<file path="config.mk">
export PLATFORM = sky130hd
export DESIGN_NAME = sigmoid_tanh_pipe
export DESIGN_NICKNAME = d
export VERILOG_FILES = /design/src/rtl/sigmoid_tanh_pipe.sv
export SDC_FILE = /design/constraint.sdc
export NUM_CORES = 1
export LEC_CHECK = 0
export BUFFER_PORTS_ARGS = -buffer_cell sky130_fd_sc_hd__clkbuf_2
export CORE_ASPECT_RATIO = 0.9
export CORE_MARGIN = 10
export CORE_UTILIZATION = 45
export DETAILED_ROUTE_END_ITERATION = 10
export PLACE_DENSITY_LB_ADDON = 0.08
export SLEW_MARGIN = 20
export SYNTH_ARGS = -nofsm -noshare
export SYNTH_HDL_FRONTEND = slang
export SYNTH_SLANG_ARGS = --single-unit
</file>
<file path="constraint.sdc">
create_clock -name clk -period 4.95 [get_ports clk]
set_input_delay 0.99 -clock clk [delete_from_list [all_inputs] [get_ports clk]]
set_output_delay 0.99 -clock clk [all_outputs]
set_load 0.1 [all_outputs]
</file>
<file path="src/rtl/sigmoid_tanh_pipe.sv">
// Three-stage piecewise-linear sigmoid/tanh on signed fixed-point samples.
// tanh(x) is derived as 2*sigmoid(2x) - 1; the whole pipeline freezes while the output is stalled.
module sigmoid_tanh_pipe #(
    parameter int W  = 16,
    parameter int FW = 8
) (
    input  logic         clk,
    input  logic         rst,
    input  logic         in_valid,
    output logic         in_ready,
    input  logic [W-1:0] in_data,
    input  logic         in_mode,
    output logic         out_valid,
    input  logic         out_ready,
    output logic [W-1:0] out_data,
    output logic         out_sat
);

    generate
        if (FW < 2 || FW > W - 2) begin : g_bad_fw
            $error("sigmoid_tanh_pipe: FW must satisfy 2 <= FW <= W-2");
        end
    endgenerate

    localparam logic [W-1:0] SMAX = {1'b0, {(W-1){1'b1}}};
    localparam logic [W-1:0] SMIN = {1'b1, {(W-1){1'b0}}};
    localparam logic [W-1:0] ONE  = W'(1) << FW;
    localparam logic [W-1:0] HALF = W'(1) << (FW - 1);

    logic stall;
    assign stall    = out_valid & ~out_ready;
    assign in_ready = ~rst & ~stall;

    // stage 1 registers
    logic         v1, mode1, neg1, sat1;
    logic [W-1:0] a1;
    // stage 2 registers
    logic         v2, mode2, neg2, sat2;
    logic [W-1:0] h2;

    // stage 1: operand doubling for tanh and magnitude, both saturating
    logic [W-1:0] z, a;
    logic         neg, clamp;
    always_comb begin
        z     = in_data;
        clamp = 1'b0;
        if (in_mode) begin
            if (in_data[W-1] != in_data[W-2]) begin
                z     = in_data[W-1] ? SMIN : SMAX;
                clamp = 1'b1;
            end else begin
                z = {in_data[W-2:0], 1'b0};
            end
        end
        neg = z[W-1];
        if (z == SMIN) begin
            a     = SMAX;
            clamp = 1'b1;
        end else begin
            a = neg ? (~z) + W'(1) : z;
        end
    end

    // stage 2: segment slope by integer part, shift clamped beyond FW
    logic [W-FW-1:0] n;
    logic [FW-1:0]   f;
    logic [W-1:0]    g, h;
    logic            big;
    always_comb begin
        n   = a1[W-1:FW];
        f   = a1[FW-1:0];
        g   = HALF - W'(f >> 2);
        big = W'(n) > W'(FW);
        h   = big ? '0 : (g >> n);
    end

    // stage 3: mirror for positive operands, rescale for tanh in W+1 bits
    logic [W-1:0] s, res;
    logic [W:0]   t;
    always_comb begin
        s   = neg2 ? h2 : ONE - h2;
        t   = {s, 1'b0} - {1'b0, ONE};
        res = mode2 ? t[W-1:0] : s;
    end

    always_ff @(posedge clk) begin
        if (rst) begin
            v1        <= 1'b0;
            v2        <= 1'b0;
            out_valid <= 1'b0;
            out_data  <= '0;
            out_sat   <= 1'b0;
            mode1     <= 1'b0;
            neg1      <= 1'b0;
            sat1      <= 1'b0;
            a1        <= '0;
            mode2     <= 1'b0;
            neg2      <= 1'b0;
            sat2      <= 1'b0;
            h2        <= '0;
        end else if (!stall) begin
            v1        <= in_valid;
            mode1     <= in_mode;
            neg1      <= neg;
            sat1      <= clamp;
            a1        <= a;
            v2        <= v1;
            mode2     <= mode1;
            neg2      <= neg1;
            sat2      <= sat1 | big;
            h2        <= h;
            out_valid <= v2;
            out_data  <= res;
            out_sat   <= sat2;
        end
    end

endmodule
</file>
# Word level (Yosys, flattened, before mapping)
# Cells that the tools add are included.
# word_totals
register_bits	58
inputBits	21
out_inout_bits	19
wordCells	39
# op_classes
addsub	4
order_cmp	1
n_eq_ne	2
n_shift	1
mux	11
bitwise	7
# ops
op	count
2-to-1 mux 16 bit	8
adder 16 x 1 -> 16 bit, second input constant	1
== test 16 bit, second input constant	1
inverter 16 bit	1
>> shifter 16 x 8 -> 16 bit	1
subtractor 16 x 9 -> 16 bit, second input constant	1
subtractor 9 x 16 -> 16 bit, first input constant	1
subtractor 8 x 6 -> 9 bit, first input constant	1
greater-than comparator 8 x 4 -> 1 bit, second input constant	1
2-to-1 mux 1 bit	3
inverter 1 bit	3
AND 1 bit	2
inequality test 1 bit	1
bitwise OR 1 bit	1

# Depth between registers and ports, before layout
# depth
word_depth	7
mapped_depth	10
ltp_nobuf	8

# Worst setup path after synthesis
# No wires, ideal clock.
# synth_path
kind	input -> output
start	in out_ready
end	out in_ready
arrival_ps	2683
t_required_ps	3960
path_slack_ps	1277
stages	4
path_buffers	2
path_cell_list	nor2b_1 clkbuf_1 buf_1 nor2_1
# synth_via
elab_chain_cells	4
# synth_lines
item	line	text
start, declared	14	input logic out_ready,
inverter 1 bit	31	assign stall = out_valid & ~out_ready;
AND 1 bit	31	
inverter 1 bit	32	assign in_ready = ~rst & ~stall;
AND 1 bit	32	
end, declared	10	output logic in_ready,
# No other way between the ends.

# Worst setup path after layout
# layout_path
start	in in_data[14]
end	reg a1[2]
# layout_via
elab_chain_cells	7
elab_cells_between_ends	8
classes_between	add/sub (1); eq/ne (2); mux (4); bitwise (1)
# layout_lines
item	line	text
start, declared	11	input logic [W-1:0] in_data,
inequality test 1 bit	48	if (in_data[W-1] != in_data[W-2]) begin
2-to-1 mux 16 bit	48	
2-to-1 mux 16 bit (*)	47	if (in_mode) begin
inverter 16 bit	60	a = neg ? (~z) + W'(1) : z;
adder 16 x 1 -> 16 bit	60	
2-to-1 mux 16 bit	60	
2-to-1 mux 16 bit (*)	56	if (z == SMIN) begin
end signal, assigned	96	a1 <= '0;
end signal, assigned	106	a1 <= a;
end, declared	36	logic [W-1:0] a1;
# Every way passes the cells marked *; elsewhere a longest branch is shown, timed or not.
# A chain may end at the register's enable or synchronous reset.

==> run metrics <==
number of buffers created by CTS 5; Worst-path clk slew 0.08 ns; Syn Inst Count 379; CTS resizes 0; Design Power 1.08 mW; fin area 3230 µm²; GRT Overall Usage 13.5%; drt first-iter violations 81; final setup violation count 0; adder-cell share of the synthesized area 2.54%; Num Clock Sinks 43; row count 27; filler instances 618; final hold vios 0; dpl cell area 3120 µm²; Startpoint Class input pin; synthesis-to-layout area growth 9.23%; Synth async-reset ratio 0%; register area share after synthesis 29.1%; Hold-fix buffers, CTS 0; leading cell type in the layout, fill and taps excluded nand2_1; Detail Placement HPWL 5180 µm; Final min period 3.47 ns; status finished clean; drt pass-1 iters 4; global-route wire length before repair 12100 µm; GP Congestion 0.812; Die Wd 105 µm; Clk Latency, worst-skew pair 0.29 ns; post-CTS setup buffers 0; Critical Path RT 5.08 ns; Yosys Warn Count 0; vias in the first global route 2483; clock root cell clkbuf_8; fin crit share 70.1%; Worst setup EP type flop; vias 2658; die area 10200 µm²; worst-path fanout max 17; Hold Slack 0.454 ns; vias per inst 5.49; total gr overflow 0; Syn Std Cell Area 2950 µm²; PD cells 335 nW/µm²; Synth Area in Compound Gates 23.4%; CTS H-tree lvls 2; syn_nets 406; Synth Register Bits 43; Max Fclk 288 MHz; VDD IR-drop max 0.000222 V; Synth Area in XOR/XNOR 5.93%; fin. max-slew vios 0; IO Count 40; clk buf depth 2; largest family of logic cells by synthesized area simple AND/OR/NAND/NOR gates; Post-Synth Simple-Gate Area 26.6%; Netlist cell types 64; # port buffers 39; Max Cap Viol 0; final WL 6910 µm; antenna violations before repair 0; wire per inst 14.3 µm; post-route ant nets 0; leading cell types in the layout, fill and taps excluded nand2_1 (44), dfxtp_1 (43), nor2_1 (42); Worst EP arrival 3.60 ns; Setup Skew 0.00762 ns; TNS Setup 0 ns; CP Class in -> reg; DRC viols 0; Starting Density 47.3%; die span in y 96.9 µm; n_diodes 0; Least-Margin Pin Slew 0.914 ns; CTS tree built; largest net degree at the start of global routing 43; Final #Nets 423; worst hold-check path type reg -> reg; Worst slew margin 39.0%; Core Region 6250 µm²; RSZ-0062 raised after global routing false; EDFF count, synth 0; mux cell area share after synthesis 5.46%; Mean Syn Cell Area 7.79 µm²; Synth Flop Type dfxtp_1; P_leak 1.28 nW; share of layout cells above drive strength 1 17.9%
## critical path, cell delays in order
cell and delay, ns:
clkbuf_2 0.12, inv_1 0.05, ha_1 0.58, nand2b_1 0.47, a21oi_2 0.13, o32ai_2 0.37
nor4_4 0.14, a21oi_2 0.59, a221oi_1 0.16
## metrics by stage
step	std cells	util [%]	setup WS, ns
2_1_floorplan	379	-	1.28
6_report	484	51.6	1.48
4_1_cts	484	51.6	1.45
3_3_place_gp	476	50.0	1.21
3_5_place_dp	476	50.0	1.14
5_1_grt	484	51.6	1.19
## cells in the mapped netlist, drive strengths merged, types with 2 or more instances
master  instances  share of area [%]
dfxtp          43                 29
inv            13                1.7
a211oi          8                3.2
and2            3               0.64
clkbuf         16                2.0
o31ai           5                1.3
xor2            5                1.5
a21oi          28                5.0
and4            2               0.59
a22o            2               0.59
a32o            3                1.0
nand2          44                5.6
nor4b           2                1.0
o211ai          2               0.51
nor2           42                5.3
nand3           9                1.5
buf            15                3.1
a221oi          4                1.8
nand4           2               0.42
o21ai          16                2.7
nand2b          9                1.9
or3             4               0.85
xnor2          15                4.4
nor2b           9                1.9
a31oi          10                2.1
mux2i          15                5.1
ha              6                2.5
nor3           14                2.5
o41ai           2               0.59
nor4            7                2.2
## logic make-up (layout without fill, tap and decap cells)
group | Yosys count | in the layout
AOI/OAI and AO/OA | 94 | 94
xor gates and xnor gates | 20 | 20
adders and majority gates | 6 | 6
buffers and inverters | 45 | 63
DFF | 43 | 43
muxes | 16 | 16
and+or+nand+nor | 155 | 155
## state kept, by name, summed over array words and instances, names as in the netlist
| register | count |
|---|---|
| out_valid | 1 |
| neg2 | 1 |
| neg1 | 1 |
| h2 | 8 |
| mode1 | 1 |
| v1 | 1 |
| sat2 | 1 |
| v2 | 1 |
| out_sat | 1 |
| mode2 | 1 |
| out_data | 11 |
| a1 | 14 |
| sat1 | 1 |
## final timing paths
kind	startpoint	endpoint	slack (ns)	depth (start not counted)
hold reg to reg	v2$_SDFFE_PP0N_	v2$_SDFFE_PP0N_	0.45	2
setup reg to reg	a1[13]$_SDFFE_PP0N_	h2[2]$_SDFFE_PP0N_	2.88	6
setup / recovery	in_data[14]	a1[2]$_SDFFE_PP0N_	1.48	9
hold / removal	v2$_SDFFE_PP0N_	v2$_SDFFE_PP0N_	0.45	2
## layer usage
| metal | routed length, µm | global-route usage [%] |
|---|---|---|
| met5 | 0 | 0 |
| met4 | 41 | 2.20 |
| met1 | 3650 | 19.2 |
| met3 | 206 | 2.85 |
| met2 | 3010 | 20.4 |
## cell type report
cell class                      instances  area (µm²)  share of cell area (%)
Clock buffer                            7        96.3                    2.99
Sequential cell                        43         861                    26.7
Timing Repair Buffer                   41         210                    6.51
Tap cell                               87         109                    3.37
Inverter                               14        52.6                    1.63
Clock inverter                          1        7.51                   0.233
Multi-Input combinational cell        291        1890                    58.6
## power breakdown
group	switching [mW]	total (mW)	internal, mW
clock	0.120	0.247	0.127
sequential	0.0368	0.417	0.380
combinational	0.278	0.418	0.140
Note: power is estimated with default switching activity, not from simulation.
